--- src/rtl/sfifo_pkt.sv ---
// Store-and-forward packet FIFO: readers only ever see fully committed packets.
// Latency: an eop beat accepted in cycle N is readable in N+1; status and counts are registered.
// Backpressure: wr_rdy drops when storage is full, except while swallowing an oversize packet.
module sfifo_pkt #(
    parameter int DEPTH       = 4,
    parameter int WIDTH       = 8,
    parameter int NO_DATA_RST = 0,
    parameter int NV_WIDTH    = $clog2(DEPTH) + 1
) (
    input  logic                clk,
    input  logic                rst_n,
    input  logic                flush,
    input  logic                wr_vld,
    output logic                wr_rdy,
    input  logic [WIDTH-1:0]    wr_data,
    input  logic                wr_eop,
    input  logic                wr_drop,
    output logic                rd_vld,
    input  logic                rd_rdy,
    output logic [WIDTH-1:0]    rd_data,
    output logic                rd_eop,
    input  logic [NV_WIDTH-1:0] fthresh,
    input  logic [NV_WIDTH-1:0] ethresh,
    output logic                full,
    output logic                tfull,
    output logic                empty,
    output logic                tempty,
    output logic [NV_WIDTH-1:0] num_vld,
    output logic [NV_WIDTH-1:0] num_used,
    output logic [NV_WIDTH-1:0] num_pkts,
    output logic                pkt_dropped,
    output logic                err_ovsz
);

    localparam int PW = $clog2(DEPTH);
    localparam logic [NV_WIDTH-1:0] W_DEPTH = NV_WIDTH'(DEPTH);
    localparam logic [PW-1:0]       W_LAST  = PW'(DEPTH - 1);

    typedef enum logic [1:0] {S_IDLE, S_PKT, S_DISCARD} state_t;

    state_t              r_state, w_state_nxt;
    logic [PW-1:0]       r_wr_ptr, r_cmt_ptr, r_rd_ptr;
    logic [PW-1:0]       w_wr_ptr_nxt, w_cmt_ptr_nxt;
    logic [NV_WIDTH-1:0] r_u, r_num_vld, r_num_used, r_num_pkts;
    logic [NV_WIDTH-1:0] w_u_nxt, w_num_vld_nxt, w_num_used_nxt, w_num_pkts_nxt;
    logic                r_pkt_dropped, r_err_ovsz;
    logic                w_wr_acc, w_rd_acc, w_store, w_commit, w_drop, w_ovsz;
    logic [WIDTH:0]      r_mem [DEPTH];

    function automatic logic [PW-1:0] f_inc(input logic [PW-1:0] p);
        return (p == W_LAST) ? '0 : p + 1'b1;
    endfunction

    assign wr_rdy   = (r_num_used < W_DEPTH) | (r_state == S_DISCARD);
    assign rd_vld   = (r_num_vld != '0);
    assign w_wr_acc = wr_vld & wr_rdy;
    assign w_rd_acc = rd_vld & rd_rdy;
    assign rd_data  = r_mem[r_rd_ptr][WIDTH-1:0];
    assign rd_eop   = r_mem[r_rd_ptr][WIDTH];

    always_comb begin
        w_state_nxt   = r_state;
        w_wr_ptr_nxt  = r_wr_ptr;
        w_cmt_ptr_nxt = r_cmt_ptr;
        w_u_nxt       = r_u;
        w_store       = 1'b0;
        w_commit      = 1'b0;
        w_drop        = 1'b0;
        w_ovsz        = 1'b0;
        case (r_state)
            S_IDLE, S_PKT: begin
                if (wr_drop && ((r_state == S_PKT) || w_wr_acc)) begin
                    w_drop       = 1'b1;
                    w_wr_ptr_nxt = r_cmt_ptr;
                    w_u_nxt      = '0;
                    w_state_nxt  = S_IDLE;
                end else if ((r_state == S_PKT) && (r_u == W_DEPTH)) begin
                    w_ovsz       = 1'b1;
                    w_wr_ptr_nxt = r_cmt_ptr;
                    w_u_nxt      = '0;
                    w_state_nxt  = S_DISCARD;
                end else if (w_wr_acc) begin
                    w_store      = 1'b1;
                    w_wr_ptr_nxt = f_inc(r_wr_ptr);
                    if (wr_eop) begin
                        w_commit      = 1'b1;
                        w_cmt_ptr_nxt = f_inc(r_wr_ptr);
                        w_u_nxt       = '0;
                        w_state_nxt   = S_IDLE;
                    end else begin
                        w_u_nxt     = r_u + 1'b1;
                        w_state_nxt = S_PKT;
                    end
                end
            end
            S_DISCARD: begin
                if (w_wr_acc && wr_eop) w_state_nxt = S_IDLE;
            end
            default: w_state_nxt = S_IDLE;
        endcase
    end

    // The u beats of a packet are already in num_used; committing only moves them into num_vld.
    always_comb begin
        w_num_vld_nxt  = r_num_vld + (w_commit ? r_u + 1'b1 : '0) - NV_WIDTH'(w_rd_acc);
        w_num_used_nxt = r_num_used + NV_WIDTH'(w_store) - NV_WIDTH'(w_rd_acc)
                       - ((w_drop | w_ovsz) ? r_u : '0);
        w_num_pkts_nxt = r_num_pkts + NV_WIDTH'(w_commit) - NV_WIDTH'(w_rd_acc & rd_eop);
    end

    always_ff @(posedge clk or negedge rst_n) begin
        if (!rst_n) begin
            r_state       <= S_IDLE;
            r_wr_ptr      <= '0;
            r_cmt_ptr     <= '0;
            r_rd_ptr      <= '0;
            r_u           <= '0;
            r_num_vld     <= '0;
            r_num_used    <= '0;
            r_num_pkts    <= '0;
            r_pkt_dropped <= 1'b0;
            r_err_ovsz    <= 1'b0;
        end else if (flush) begin
            r_state       <= S_IDLE;
            r_wr_ptr      <= '0;
            r_cmt_ptr     <= '0;
            r_rd_ptr      <= '0;
            r_u           <= '0;
            r_num_vld     <= '0;
            r_num_used    <= '0;
            r_num_pkts    <= '0;
            r_pkt_dropped <= 1'b0;
            r_err_ovsz    <= 1'b0;
        end else begin
            r_state       <= w_state_nxt;
            r_wr_ptr      <= w_wr_ptr_nxt;
            r_cmt_ptr     <= w_cmt_ptr_nxt;
            r_rd_ptr      <= w_rd_acc ? f_inc(r_rd_ptr) : r_rd_ptr;
            r_u           <= w_u_nxt;
            r_num_vld     <= w_num_vld_nxt;
            r_num_used    <= w_num_used_nxt;
            r_num_pkts    <= w_num_pkts_nxt;
            r_pkt_dropped <= w_drop | w_ovsz;
            r_err_ovsz    <= r_err_ovsz | w_ovsz;
        end
    end

    generate
        if (NO_DATA_RST == 0) begin : g_mem_rst
            always_ff @(posedge clk or negedge rst_n) begin
                if (!rst_n) begin
                    for (int i = 0; i < DEPTH; i++) r_mem[i] <= '0;
                end else if (w_store && !flush) begin
                    r_mem[r_wr_ptr] <= {wr_eop, wr_data};
                end
            end
        end else begin : g_mem_nrst
            always_ff @(posedge clk) begin
                if (w_store && !flush) r_mem[r_wr_ptr] <= {wr_eop, wr_data};
            end
        end
    endgenerate

    assign num_vld     = r_num_vld;
    assign num_used    = r_num_used;
    assign num_pkts    = r_num_pkts;
    assign full        = (r_num_used == W_DEPTH);
    assign empty       = (r_num_vld == '0);
    assign tfull       = (r_num_used >= fthresh);
    assign tempty      = (r_num_vld <= ethresh);
    assign pkt_dropped = r_pkt_dropped;
    assign err_ovsz    = r_err_ovsz;

endmodule

--- config.mk ---
export PLATFORM = sky130hd
export DESIGN_NAME = sfifo_pkt
export DESIGN_NICKNAME = d
export VERILOG_FILES = /design/src/rtl/sfifo_pkt.sv
export SDC_FILE = /design/constraint.sdc
export NUM_CORES = 1
export LEC_CHECK = 0
export ABC_CLOCK_PERIOD_IN_PS = 6530
export BUFFER_PORTS_ARGS = -buffer_cell sky130_fd_sc_hd__buf_2
export CAP_MARGIN = 10
export CORE_MARGIN = 1
export CORE_UTILIZATION = 55
export DETAILED_ROUTE_END_ITERATION = 8
export GPL_ROUTABILITY_DRIVEN = 0
export PLACE_DENSITY = 0.77
export SETUP_SLACK_MARGIN = 0.2
export SLEW_MARGIN = 20
export SYNTH_ARGS = -nofsm -noshare
export SYNTH_HDL_FRONTEND = slang
export SYNTH_SLANG_ARGS = --single-unit
--- constraint.sdc ---
create_clock -name clk -period 6.53 [get_ports clk]
set_input_delay 0 -clock clk [delete_from_list [all_inputs] [get_ports clk]]
set_output_delay 0 -clock clk [all_outputs]
set_load 0.1 [all_outputs]
# ---- After elaboration in Yosys (flattened, before gate mapping)
# Cells that the tools add are included.
dict set report word_totals {
  elab_cells 122
  in_bits 21
  regBits 58
  out_inout_bits 26
}
dict set report classes {
  n_lt_le_gt_ge 6
  mux 55
  add_sub_neg 10
  reduce_logical 19
  bitwise 8
  eq_ne 10
}
# cell n
set op_table {}
lappend op_table {{$mux 2} 20}
lappend op_table {{$bwmux 36} 1}
lappend op_table {{$mux 3} 11}
lappend op_table {{$mux 9} 3}
lappend op_table {{$bmux 9 s2} 1}
lappend op_table {{$demux 9 s2} 1}
lappend op_table {{$mux 1} 17}
lappend op_table {{$sub 3x1->3} 3}
lappend op_table {{$reduce_bool 2->1} 4}
lappend op_table {{$add 3x1->3} 2}
lappend op_table {{$eq 2x2->1 const B} 3}
lappend op_table {{$eq 3x3->1 const B} 2}
lappend op_table {{$ge 3x3->1 const B} 2}
lappend op_table {{$not 2->3} 2}
lappend op_table {{$logic_and 1x1->1} 5}
lappend op_table {{$ne 5x5->1 const B} 1}
lappend op_table {{$reduce_and 5->1} 1}
lappend op_table {{$add 2x1->2 const B} 2}
lappend op_table {{$ne 2x2->1 const B} 2}
lappend op_table {{$pmux 2 s2} 1}
lappend op_table {{$reduce_and 2->1} 2}
lappend op_table {{$reduce_bool 4->1} 1}
lappend op_table {{$add 3x1->3 const B} 1}
lappend op_table {{$add 3x3->3} 1}
lappend op_table {{15 further kinds} 19}

# ---- Longest topological paths before layout
dict set report depth {
  depth_word 11
  mapped_depth 15
  mapped_depth_nobuf 15
}

# ---- Worst setup path after synthesis
# Ideal clock, no wire load.
dict set report synth_path {
  path_type {register to register}
  startpoint {register r_num_vld[1] (netlist: num_vld[1])}
  endpoint {register r_num_vld[2] (netlist: num_vld[2])}
  n_path_buf 1
  setup_ns 0.078
  arrival_ns 4.046
  period_less_slack_ns 4.124
  required_time_ns 6.452
  stages_incl_launch_ff 14
  path_slack_ns 2.406
  path_cell_list {dfrtp_1 -> or3_1 -> clkbuf_1 -> nand2_1 -> inv_1 -> ha_1 -> inv_1 -> ha_1 -> inv_1 -> fa_1 -> xor2_1 -> xnor2_1 -> or3_1 -> a21oi_1}
}
dict set report synth_between {
  elab_chain_cells 4
  word_cells_on_any_way 5
  classes_between {2 x add/sub; 1 x mux; 1 x bitwise; 1 x reduce/logical}
}
# item line_no
set synth_lines {}
lappend synth_lines {{start: declaration} 44} ;# logic [NV_WIDTH-1:0] r_u, r_num_vld, r_num_used, r_num_pkts;
lappend synth_lines {{start signal: assignment} 140} ;# r_num_vld <= w_num_vld_nxt;
lappend synth_lines {{$reduce_bool 3->1} 55} ;# assign rd_vld = (r_num_vld != '0);
lappend synth_lines {{via rd_vld} 18} ;# output logic rd_vld,
lappend synth_lines {{$and 1x1->1} 57} ;# assign w_rd_acc = rd_vld & rd_rdy;
lappend synth_lines {{$sub 3x1->3} 105} ;# w_num_vld_nxt = r_num_vld + (w_commit ? r_u + 1'b1 : '0) - NV_WIDTH'(w_rd_acc);
lappend synth_lines {{$mux 3} 123} ;# end else if (flush) begin
# The timed path passes the listed nets, and every way through them passes these cells.
# A chain may end at the register's enable or synchronous reset.

# ---- Worst setup path in the final report
dict set report layout_path {
  startpoint {register r_u[0]}
  endpoint {register r_num_used[2] (netlist: num_used[2])}
}
dict set report layout_between {
  elab_chain_cells 9
  word_cells_on_any_way 14
  classes_between {3 x add/sub; 1 x eq/ne; 8 x mux; 1 x bitwise; 1 x reduce/logical}
}
# item line_no
set layout_lines {}
lappend layout_lines {{start: declaration} 44}
lappend layout_lines {{start signal: assignment} 139} ;# r_u <= w_u_nxt;
lappend layout_lines {{$eq 3x3->1} 77} ;# end else if ((r_state == S_PKT) && (r_u == W_DEPTH)) begin
lappend layout_lines {{$logic_and 1x1->1} 77}
lappend layout_lines {{$mux 1} 77}
lappend layout_lines {{$mux 1} 72} ;# if (wr_drop && ((r_state == S_PKT) || w_wr_acc)) begin
lappend layout_lines {{$mux 1} 70} ;# case (r_state)
lappend layout_lines {{$add 3x1->3 or $or 1x1->1 (tied branches)} {106, 107}}
lappend layout_lines {{$sub 3x1->3 or $mux 3 (tied branches)} {106, 107}}
lappend layout_lines {{$sub 3x3->3 (*)} 107} ;# - ((w_drop | w_ovsz) ? r_u : '0);
lappend layout_lines {{$mux 3 (*)} 123}
lappend layout_lines {{end signal: assignment} 141} ;# r_num_used <= w_num_used_nxt;
lappend layout_lines {{end: declaration} 44}
# Mark *: on every way between the ends. The rest lies on a longest branch, timed or not.

==> insert_results.sql <==
INSERT INTO impl_metrics (metric_group, metric, value, unit) VALUES
('floorplanning', 'core.rowCount', '27', ''),
('floorplanning', 'core_area', '5640', 'um^2'),
('clocking', 'cts.htree.levels', '3', ''),
('sta', 'totalNegativeSetupSlack', '0', 'ps'),
('synth', 'ys_seq_area_frac', '0.440', ''),
('outcome', 'run_status', 'completed', ''),
('placement', 'place.port_buffers', '46', ''),
('sta', 'max_freq', '0.312', 'GHz'),
('setup_path', 'critPathCaptureType', 'flip-flop', ''),
('sta', 'postLayoutSetupSlackWorst', '3330', 'ps'),
('synth', 'yosys_warnings', '0', ''),
('sta', 'report.final.setup_viol', '0', ''),
('sta', 'slew_headroom', '0.503', ''),
('clocking', 'cts_num_sinks', '58', ''),
('setup_path', 'worst-endpoint-arrival', '3410', 'ps'),
('drt', 'drt-initial-drc-count', '107', ''),
('setup_path', 'worstPathMaxFanout', '5', ''),
('floorplanning', 'initial_utilization', '0.584', ''),
('setup_path', 'reg2reg_slack', '3330', 'ps'),
('floorplanning', 'pin_count', '47', ''),
('final_layout', 'mostFrequentLayoutCells', '58 x dfrtp_1, 46 x buf_2, 36 x mux2_4, 25 x inv_1, 20 x ha_1', ''),
('clocking', 'post_cts.resized_instances', '0', ''),
('synth', 'mappedNetlistArea', '3300', 'um^2'),
('final_layout', 'area_delta_synth_final', '18.9', '%'),
('final_layout', 'final_layout_size_suffix_gt1_frac', '0.361', ''),
('sta', 'final_hold_viol_count', '0', ''),
('grt', 'grt_pass1_vias', '2154', ''),
('sta', 'timing.clock.skew', '5.07', 'ps'),
('clocking', 'cts-root-to-sink-buffers', '2', ''),
('clocking', 'cts_inserted_buffers', '9', ''),
('clocking', 'clk_latency', '340', 'ps'),
('flow_run', 'drv_cap', '0', ''),
('final_layout', 'mostFrequentLayoutCell', 'dfrtp_1', ''),
('hold_path', 'min_path_type', 'in2reg', ''),
('placement', 'place_worst_setup_slack', '3340', 'ps'),
('sta', 'period_needed', '3200', 'ps'),
('grt', 'grt_first_pass_wirelength', '10.3', 'mm'),
('setup_path', 'number_of_cells_on_the_worst_reg_to_reg_path', '14', ''),
('hold_path', 'hold_path_startpoint', 'wr_vld', ''),
('setup_path', 'regToRegStartpoint', 'r_u[0]$_DFFE_PN0P_', ''),
('final_layout', 'antenna_cells_inserted', '0', ''),
('drt', 'drtAntennaViolNets', '0', ''),
('grt', 'grt_max_degree', '59', ''),
('synth', 'synthDistinctLibCells', '35', ''),
('synth', 'yosys_register_bits', '58', ''),
('setup_path', 'setup.worst_path.class', 'reg2reg', ''),
('sta', 'fin_worst_hold_slack', '38.0', 'ps'),
('grt', 'antenna_found_initial', '0', ''),
('floorplanning', 'fp.dieArea', '6310', 'um^2'),
('floorplanning', 'die_w', '79.4', 'um'),
('setup_path', 'worstPathRequired', '6740', 'ps'),
('clocking', 'post-cts-setup-buffer-count', '0', ''),
('setup_path', 'rr_endpoint', 'num_used[2]$_DFF_PN0_', ''),
('synth', 'post_synth.cell_area_avg', '12.9', 'um^2'),
('drt', 'route.vias.total', '2083', ''),
('clocking', 'clock_tree_from_tritoncts', 'yes', ''),
('drt', 'wl_per_cell', '15.7', 'um'),
('grt', 'gr-usage-all-layers', '0.221', ''),
('placement', 'hpwlAfterDp', '4.29', 'mm'),
('clocking', 'count_of_hold_buffers_inserted_by_post_cts_repair', '10', ''),
('drt', 'drcViolationCount', '0', ''),
('drt', 'vias_per_cell', '5.33', ''),
('grt', 'grt_overflow_total', '0', ''),
('sta', 'final-max-slew-violation-count', '0', ''),
('setup_path', 'crit_path_start_kind', 'flip-flop', ''),
('hold_path', 'hold_path_depth', '4', ''),
('sta', 'rsz0062_at_grt', 'false', ''),
('drt', 'first_pass_iters', '4', ''),
('synth', 'synth_cells', '256', ''),
('synth', 'mappedNetlistNets', '301', ''),
('sta', 'tightest_slew', '746', 'ps'),
('hold_path', 'hold_end', 'r_state[1]$_DFFE_PN0P_', ''),
('floorplanning', 'die_height', '79.4', 'um'),
('drt', 'post_detailed_routing_wire_length', '6.13', 'mm'),
('final_layout', 'nets', '359', ''),
('clocking', 'cts.root.buffer_cell', 'clkbuf_8', ''),
('sta', 'final.period_utilization', '0.491', ''),
('clocking', 'clock_slew_seen_by_the_registers_of_the_worst_setup_and_hold_paths', '60', 'ps');
logic make-up after synthesis:
logic type      share of synthesized area
simple gates                        0.121
flops                               0.440
compound gates                     0.0368
fa+ha+maj                           0.100
buf+inv                            0.0452
mux                                 0.235
xor+xnor                           0.0213
worst max path at each step:
stage,from,end,cells past startpoint
floorplan,num_vld[1]$_DFF_PN0_,num_vld[2]$_DFF_PN0_,13
global placement,r_u[0]$_DFFE_PN0P_,num_used[2]$_DFF_PN0_,14
CTS,r_u[0]$_DFFE_PN0P_,num_used[2]$_DFF_PN0_,14
finish,r_u[0]$_DFFE_PN0P_,num_used[2]$_DFF_PN0_,14
detailed placement,r_u[0]$_DFFE_PN0P_,num_used[2]$_DFF_PN0_,14
global route,r_u[0]$_DFFE_PN0P_,num_used[2]$_DFF_PN0_,14
synth_stat cells (all sizes together):
cell type  number  area share
or3b            1      0.0027
ha             20       0.076
a21oi          10       0.015
nand3b          2      0.0046
and3            2      0.0038
mux2i           3      0.0091
buf             4      0.0099
or2             1      0.0019
or3             4      0.0076
xnor2           5       0.013
dfrtp          58        0.44
o21a            1      0.0023
and3b           1      0.0027
inv            25       0.028
a21o            2      0.0046
mux4            9       0.062
nor2b           7       0.013
o31ai           1      0.0023
nor4            2      0.0038
fa              4       0.024
o21ai           5      0.0076
nor2           18       0.020
nand2           9       0.030
mux2           36        0.16
nor3            3      0.0046
o21bai          1      0.0023
a211o           1      0.0027
xor2            3      0.0080
nand2b          3      0.0057
nand3           7       0.011
clkbuf          6      0.0068
nor4b           2      0.0099
flip-flops by register name, indices dropped and copies added, names as in the netlist:
signal / count
num_pkts: 3
r_state: 2
num_vld: 3
r_wr_ptr: 2
r_cmt_ptr: 2
pkt_dropped: 1
r_u: 3
err_ovsz: 1
num_used: 3
r_rd_ptr: 2
r_mem: 36
per-stage QoR:
| step | utilization | area (um^2) | std cells |
|---|---|---|---|
| 5_1_grt | 0.695 | 3920 | 391 |
| 6_report | 0.695 | 3920 | 391 |
| 3_3_place_gp | 0.633 | 3570 | 365 |
| 3_5_place_dp | 0.633 | 3570 | 365 |
| 2_1_floorplan | - | 3300 | 256 |
| 4_1_cts | 0.695 | 3920 | 391 |
per-layer routing:
metal  GRT usage  wire length [um]  vias to the layer above
met1       0.291              2820                     1027
met2       0.353              2930                       52
met4      0.0818               116                        0
met5           0                 0                        -
li1            -                 -                      992
met3      0.0549               260                       12
worst max-delay path: stages, from the launching register on:
cell	delay [ps]
dfrtp_1	380
inv_1	120
ha_1	200
a21oi_1	100
a211o_1	340
or2_2	300
fa_1	360
inv_1	70
fa_1	400
inv_1	70
ha_1	160
xor2_1	200
xnor2_1	160
xor2_1	170
nor2_1	50
area by class of cell:
cell class	count	area (um^2)
clock buffer	11	151
clock inverter	5	100
fill	381	1720
inverter	25	93.8
multi-input combinational	163	1700
sequential	58	1450
tap	72	90.1
timing repair buffer	57	338
Power is left out: the tool's default activity adds up to more than one toggle a clock period on the data nets, which glitch-free logic cannot reach.
